$ cat src/rtl/phase_decoder.sv
// phase_decoder: recovers a 0..8 phase code from an oscillator's rising-edge offset against the reference
module phase_decoder #(
  parameter int PERIOD = 16,
  parameter int HIGH_LEN = 8,
  parameter int MAX_PHASE = 8,
  parameter int LOCK_COUNT = 4
) (
  input  logic       clk,
  input  logic       rst,
  input  logic       enable,
  input  logic       ref_osc,
  input  logic       osc_in,
  output logic [3:0] phase,
  output logic       phase_valid,
  output logic       err,
  output logic       lock
);
  typedef enum logic [1:0] {IDLE, WAIT_RISE, MEASURE, REPORT} state_t;
  state_t state, state_n;
  logic ref_d, osc_d, last_ok;
  logic [3:0] cnt, off_r, hi_cnt, match_cnt, last_phase;
  logic ref_rise, osc_rise, osc_fall, bad, same;
  logic [3:0] offset, match_n;
  assign ref_rise = ref_osc & ~ref_d;
  assign osc_rise = osc_in & ~osc_d;
  assign osc_fall = ~osc_in & osc_d;
  assign offset = ref_rise ? 4'd0 : cnt;
  assign bad = (off_r > 4'(MAX_PHASE)) || (hi_cnt != 4'(HIGH_LEN));
  assign same = last_ok && (off_r == last_phase);
  assign match_n = bad ? 4'd0 : same ? ((match_cnt == 4'd15) ? 4'd15 : match_cnt + 4'd1) : 4'd1;
  always_comb begin
    state_n = state;
    case (state)
      IDLE:      state_n = ref_rise ? WAIT_RISE : IDLE;
      WAIT_RISE: state_n = osc_rise ? MEASURE : WAIT_RISE;
      MEASURE:   state_n = osc_fall ? REPORT : MEASURE;
      REPORT:    state_n = osc_rise ? MEASURE : WAIT_RISE;
      default:   state_n = IDLE;
    endcase
    if (!enable) state_n = IDLE;
  end
  always_ff @(posedge clk) begin
    if (rst) begin
      state <= IDLE;
      ref_d <= 1'b0;
      osc_d <= 1'b0;
      cnt <= 4'd0;
      off_r <= 4'd0;
      hi_cnt <= 4'd0;
      match_cnt <= 4'd0;
      last_phase <= 4'd0;
      last_ok <= 1'b0;
      phase <= 4'd0;
      phase_valid <= 1'b0;
      err <= 1'b0;
      lock <= 1'b0;
    end else begin
      state <= state_n;
      ref_d <= ref_osc;
      osc_d <= osc_in;
      cnt <= ref_rise ? 4'd1 : (cnt == 4'(PERIOD - 1)) ? 4'd0 : cnt + 4'd1;
      phase_valid <= 1'b0;
      if (!enable) begin
        lock <= 1'b0;
        match_cnt <= 4'd0;
        last_ok <= 1'b0;
      end else begin
        // a rise sampled during REPORT starts the next measurement immediately
        if ((state == WAIT_RISE || state == REPORT) && osc_rise) begin
          off_r <= offset;
          hi_cnt <= 4'd1;
        end else if (state == MEASURE && osc_in && hi_cnt != 4'd15) begin
          hi_cnt <= hi_cnt + 4'd1;
        end
        if (state == REPORT) begin
          phase <= off_r;
          err <= bad;
          phase_valid <= 1'b1;
          match_cnt <= match_n;
          lock <= match_n >= 4'(LOCK_COUNT);
          if (!bad) begin
            last_phase <= off_r;
            last_ok <= 1'b1;
          end
        end
      end
    end
  end
endmodule

$ cat config.mk
export PLATFORM = sky130hd
export DESIGN_NAME = phase_decoder
export DESIGN_NICKNAME = d
export VERILOG_FILES = /design/src/rtl/phase_decoder.sv
export SDC_FILE = /design/constraint.sdc
export NUM_CORES = 1
export LEC_CHECK = 0
export CORE_ASPECT_RATIO = 0.7
export CORE_MARGIN = 3
export CORE_UTILIZATION = 40
export DETAILED_ROUTE_END_ITERATION = 6
export GPL_ROUTABILITY_DRIVEN = 0
export PLACE_DENSITY_LB_ADDON = 0.05
export SYNTH_ARGS = -nofsm -noshare
export SYNTH_HDL_FRONTEND = slang
export SYNTH_SLANG_ARGS = --single-unit
export TNS_END_PERCENT = 5
$ cat constraint.sdc
create_clock -name clk -period 1.3 [get_ports clk]
set_input_delay 0.13 -clock clk [delete_from_list [all_inputs] [get_ports clk]]
set_output_delay 0.13 -clock clk [all_outputs]
set_load 0.005 [all_outputs]
==> results.md, run 1 <==
* Via count at 1258
* Yosys top cell by area: dfxtp_1
* Worst r2r path cells at 4
* Total Routing Usage GR at 16.25%
* Largest net degree at the start of global routing at 24
* Crit path launch: off_r[0]
* Clk root buf: clkbuf_8
* Post-layout minimum cycle time at 1.453 ns
* Cell variety after synth at 35
* Starting density of the core at 44.27%
* Synth warn at 0
* Synthesized area at 1469 um2
* ANT cells at 0
* Die X at 78.43 um
* Die H at 56.70 um
* Fin Setup TNS at -1.186 ns
* Antenna viol nets, final at 0
* Per-cell routed wire length at 14.07 um
* Fmax at 0.6882 GHz
* DRT iter0 DRCs at 67
* Fillers at 308
* Via density at 5.093
* R2R Path Start: off_r[0]
* Failing checks: setup timing
* Leakage Power at 0.0007961 uW
* R2r endpoint: match_cnt[1]
* GR peak layer: met2
* Max transition margin at 79.35%
* Num Clock Sinks at 32
* Setup Skew at 0.004036 ns
* Fin worst setup slack at -0.1531 ns
* Register area share after synthesis at 43.61%
* Status: finished, violations left
* Util after Layout at 59.46%
* Fin. max-slew vios at 0
* CP Capture Type: register
* Hold Vio Cnt, Final at 0
* Period utilisation layout at 111.8%
* H-tree depth at 2
* FF-to-FF setup slack at -0.15 ns
* FF/Latch Area at 645.6 um2
* Share of cells above drive strength 1 at 28.00%
* Core area at 3318 um2
* Cts bufs inserted at 5
* P per Cell Area at 957.4 nW/um2
* Synthesized Nets at 167
* Hold WS at 0.4973 ns
* Port Buffer Count at 11
* Slew @ Worst Pin at 0.3091 ns
* # DRC at 0
* Area delta synth->final at 34.33%
* Setup violations, final at 12
* Global routing usage on met1 at 21.89%
* Worst skew pair latency at 0.28 ns
* Met3 Use GR at 5.449%
* HPWL after DPL at 2.528 mm
* CTS max path bufs at 2
* DRT Wirelength at 3.475 mm
* Peak VDD IR at 0.7893 mV
* Worst endpoint data arrival time at 1.64 ns
* Startpoint types: register
* Leading cell types in the layout, fill and taps excluded: 29 x buf_4, 28 x dfxtp_1, 13 x nor2_1
* CP Max Fanout at 3
* Crit Path Category: reg2reg
* First drt pass iteration count at 4
* Clock transition at the registers of the reported paths at 0.06 ns
* Share of the synthesized area in the top cell type at 43.61%
* Layout net count at 208
* Synthesized instance count at 158
* Commonest non-fill, non-tap cell in the layout: buf_4
* FP Rows at 17
* Die footprint at 4447 um2
* Power, Total at 1889 uW
* #FFs+latches synth at 32
* Multi-input gate area at 827.0 um2
* Io pins at 12
* Data required, critical path at 1.49 ns
* Syn avg cell area at 9.297 um2
* RSZ-0062 raised after global routing: yes
* Synth top area cells: dfxtp_1 44%, mux2i_1 6.8%, a21oi_1 4.4%
* Path type of the worst min-delay path: reg2reg
* Met2 Usage GRT at 24.76%
* TritonCTS clock tree: done
* Initial antenna violation count at 0
* Max cap viols at 0
* First-pass GRT wire length at 5.554 mm
* Setup crit end: match_cnt[1]
* Total grt overflow at 0
* Vias in the first global route at 1161
-- worst max-delay path: stages (launching register included) --
cell and delay, ns:
dfxtp_2 0.32, o31a_4 0.38, nor4b_4 0.29, nand2_1 0.12
o31ai_1 0.24
-- worst min-delay path by stage --
stage                        start       end  depth (start not counted)  slack [ns]
after floorplan                rst     ref_d                          1        0.20
after global placement        lock      lock                          2        0.46
after detailed placement      lock      lock                          2        0.48
after CTS                  ref_osc     ref_d                          2        0.50
after global routing       ref_osc     ref_d                          2        0.51
final                     phase[0]  phase[0]                          2        0.50
-- synth_stat cells --
master,n
a211oi_1,2
a21o_1,1
a21oi_1,13
a311oi_1,1
a31oi_1,3
a41oi_1,1
and2_1,1
and3_1,2
and4b_1,1
buf_4,2
clkbuf_1,4
dfxtp_1,32
ha_1,4
inv_1,5
mux2i_1,10
nand2_1,11
nand2b_1,5
nand3_1,11
nand3_4,1
nand4_1,1
nand4b_1,1
nor2_1,13
nor2b_1,4
nor3_1,11
nor4_2,1
nor4_4,1
nor4b_4,1
o211ai_1,1
o21ai_0,1
o21ba_2,1
o31a_4,1
o31ai_1,3
or3_1,1
xnor2_1,4
xor2_1,3
-- sequential cells by signal, summed over array words and instances, names as in the netlist, named ones only --
name	cells
err	1
cnt	4
off_r	4
phase_valid	1
lock	1
state	1
match_cnt	4
last_phase	4
hi_cnt	4
phase	4
ref_d	1
osc_d	1
last_ok	1
-- through the flow --
step	area, um2	setup WS [ns]	std cells
3_5_place_dp	1818	-0.3698	238
5_1_grt	1973	-0.2286	247
6_report	1973	-0.1531	247
4_1_cts	1954	-0.1515	246
2_1_floorplan	1469	-0.1752	158
3_3_place_gp	1818	-0.2919	238
-- layout make-up --
cell class / instances / area share [%]
inverter: 5 / 0.9512
tap: 47 / 2.980
clock inverter: 1 / 0.3805
sequential: 32 / 32.72
clock buffer: 7 / 4.375
timing repair buffer: 40 / 16.68
multi-input combinational: 115 / 41.92
-- cell families after synthesis --
kind of cell | after synthesis | synth area share (%)
compound gates | 28 | 12.69
xor+xnor | 7 | 4.174
fa+ha+maj | 4 | 3.407
buf+inv | 11 | 3.322
flops | 32 | 43.61
mux | 10 | 6.815
simple gates | 66 | 25.98
-- metal layers --
layer  routed length (um)  up-vias
met1                 1760      592
met2                 1576       19
met5                    0        -
met4                   19        0
li1                     -      645
met3                  119        2
-- repair_timing --
action,CTS,global route
gates resized for setup,14,3
setup buffers,0,1
pin swaps,5,2
endpoints found under the setup margin,14,16
hold buffers,0,0
-- power by group --
group          switching (uW)  internal (uW)  leakage, uW
clock network             359            430    0.0000445
registers                13.3            992     0.000261
logic                    50.2           44.2     0.000491
total                     423           1470     0.000796
No activity file was read; power rests on OpenSTA's default activity.
==> run 2: changes to the inputs <==
--- a/config.mk
+++ b/config.mk
@@ -5,6 +5,8 @@
 export SDC_FILE = /design/constraint.sdc
 export NUM_CORES = 1
 export LEC_CHECK = 0
+export CELL_PAD_IN_SITES_DETAIL_PLACEMENT = 1
+export CELL_PAD_IN_SITES_GLOBAL_PLACEMENT = 1
 export CORE_ASPECT_RATIO = 0.7
 export CORE_MARGIN = 3
 export CORE_UTILIZATION = 40
==> constraint.sdc (replaced) <==
create_clock -name clk -period 1.7 [get_ports clk]
set_input_delay 0.17 -clock clk [delete_from_list [all_inputs] [get_ports clk]]
set_output_delay 0.17 -clock clk [all_outputs]
set_load 0.005 [all_outputs]
==> run 2 against run 1 <==
Effect of this change:
- the flow now finishes without violations
- first-iteration DRC count grew 7.5%
- sequential power decreased by 24%
- critical endpoint is now match_cnt[2]
- critical path depth stayed put
- critical path type unchanged
==> results.md, run 2 (same netlist as run 1, synthesis figures left out) <==
* FP Rows at 17 (unchanged)
* Util after Layout at 53.85% (-5.6 points)
* M1 WL at 1.733 mm (-1.5%)
* Leading cell types in the layout, fill and taps excluded: 32 x dfxtp_1, 13 x nor2_1, 13 x a21oi_1
* Die footprint at 4447 um2 (unchanged)
* Die H at 56.70 um (unchanged)
* Top Layer Used: met4
* Post_cts resized at 0 (-14)
* Num Clock Sinks at 32 (unchanged)
* Starting density of the core at 44.27% (unchanged)
* DRT iter0 DRCs at 72 (+7.5%)
* Post-layout minimum cycle time at 1.622 ns (+0.1687 ns)
* Max cap viols at 0 (unchanged)
* H-tree depth at 2 (unchanged)
* First-pass GRT wire length at 6.182 mm (+11%)
* Data required, critical path at 1.89 ns (+0.40 ns)
* HPWL after DPL at 2.650 mm (+4.8%)
* HP Start: lock
* Initial antenna violation count at 0 (unchanged)
* Setup WS pre-CTS at -0.02877 ns (+0.3410 ns)
* Vias in the first global route at 1276 (+9.9%)
* Placement Cell Area at 1660 um2 (-8.7%)
* Largest net degree at the start of global routing at 24 (unchanged)
* P per Cell Area at 912.5 nW/um2 (-4.7%)
* Share of cells above drive strength 1 at 11.80% (-16 points)
* Setup violations, final at 0 (-12)
* Status: finished clean
* Hold Vio Cnt, Final at 0 (unchanged)
* CP Capture Type: register
* Slowest stage delay, CP at 0.40 ns (+0.02 ns)
* CTS Hold Buffers Added at 0 (unchanged)
* Fin. max-slew vios at 0 (unchanged)
* Antenna viol nets, final at 0 (unchanged)
* Family with the most delay on the worst path: simple AND/OR/NAND/NOR gates
* Total grt overflow at 0 (unchanged)
* Port Buffer Count at 11 (unchanged)
* Startpoint types: register
* Hold WS at 0.4789 ns (-0.01841 ns)
* DRT Wirelength at 3.637 mm (+4.7%)
* Crit Path Category: reg2reg
* Leakage Power at 0.0006805 uW (-15%)
* Area delta synth->final at 21.64%
* CP cell instances: o31a_4 -> nor4b_4 -> a21oi_1 -> nor4_2
* Fin area at 1787 um2 (-9.4%)
* Total Routing Usage GR at 18.10% (+1.9 points)
* Die X at 78.43 um (unchanged)
* Max transition margin at 73.27% (-6.1 points)
* Power, Total at 1630 uW (-14%)
* # DRC at 0 (unchanged)
* Per-cell routed wire length at 16.16 um (+15%)
* ANT cells at 0 (unchanged)
* Slowest cell on the critical path: o31a_4
* Worst endpoint data arrival time at 1.81 ns (+0.17 ns)
* Period utilisation layout at 95.40% (-16 points)
* CTS max path bufs at 2 (unchanged)
* Via density at 5.396 (+5.9%)
* WL met3 at 101 um (-15%)
* Io pins at 12 (unchanged)
* Met2 routed WL at 1.776 mm (+13%)
* Fillers at 390 (+27%)
* RSZ-0062 raised after global routing: no
* Worst Path Buf+Inv at 0 (unchanged)
* Cts bufs inserted at 5 (unchanged)
* Slew @ Worst Pin at 0.3979 ns (+0.08878 ns)
* R2R Path Start: off_r[1]
* Layout net count at 186 (-11%)
* Crit path launch: off_r[1]
* Fin worst setup slack at 0.07816 ns (+0.2313 ns)
* First drt pass iteration count at 4 (unchanged)
* Setup Skew at 0.002722 ns (-0.001315 ns)
* Core area at 3318 um2 (unchanged)
* Post CTS Setup Buffer Count at 0 (unchanged)
* Clk root buf: clkbuf_8
* CP Max Fanout at 5 (+2)
* Peak VDD IR at 0.3989 mV (-49%)
* Via count at 1214 (-3.5%)
* Fmax at 0.6166 GHz (-10%)
* Worst skew pair latency at 0.28 ns (about the same)
* TritonCTS clock tree: done
* FF/Latch Area at 640.6 um2 (-0.78%)
* Multi-input gate area at 779.5 um2 (-5.7%)
* Clock transition at the registers of the reported paths at 0.06 ns (about the same)
* Path type of the worst min-delay path: reg2reg
* Commonest non-fill, non-tap cell in the layout: dfxtp_1
## run 2: cell count changes in the layout (fill, tap and decap cells not counted), moves of 2 or more
cell             delta
buf_4              -22
clkdlybuf4s50_1     +2
dfxtp_1             +4
dfxtp_2             -4
o31ai_1             +2
o31ai_2             -2
## run 2: per-layer routing
metal	up-vias	global-route usage (%)
li1	600	-
met1	599	22.82
met2	10	30.24
met3	5	4.487
met4	0	5.985
met5	-	0
## run 2: layout make-up
class                           instances  share of cell area (%)
Clock inverter                          1                   1.681
Timing Repair Buffer                   18                   9.104
Sequential cell                        32                   35.85
Multi-Input combinational cell        115                   43.63
Tap cell                               47                   3.291
Inverter                                5                   1.050
Clock buffer                            7                   5.392
## run 2: worst paths after layout
path / slack (ns) / cells after the start / endpoint
max reg2reg: 0.08 / 4 / match_cnt[2]
min reg2reg: 0.48 / 2 / lock
max: 0.08 / 4 / match_cnt[2]
min: 0.48 / 2 / lock
## run 2: tightest hold or removal path: stages (launching register included)
cell     delay, ns
dfxtp_1       0.31
nand3_1       0.06
o31ai_1       0.06
## run 2: power breakdown
part | internal (uW) | switching [uW] | leakage, uW
clock | 517 | 279 | 0.0000645
combinational | 29.1 | 35.1 | 0.000357
sequential | 758 | 11.7 | 0.000259
## run 2: per-stage QoR
stage,cells,setup TNS (ns)
finish,225,0
global route,225,0
CTS,225,0
detailed placement,217,-0.02877
global placement,217,0
floorplan,158,0
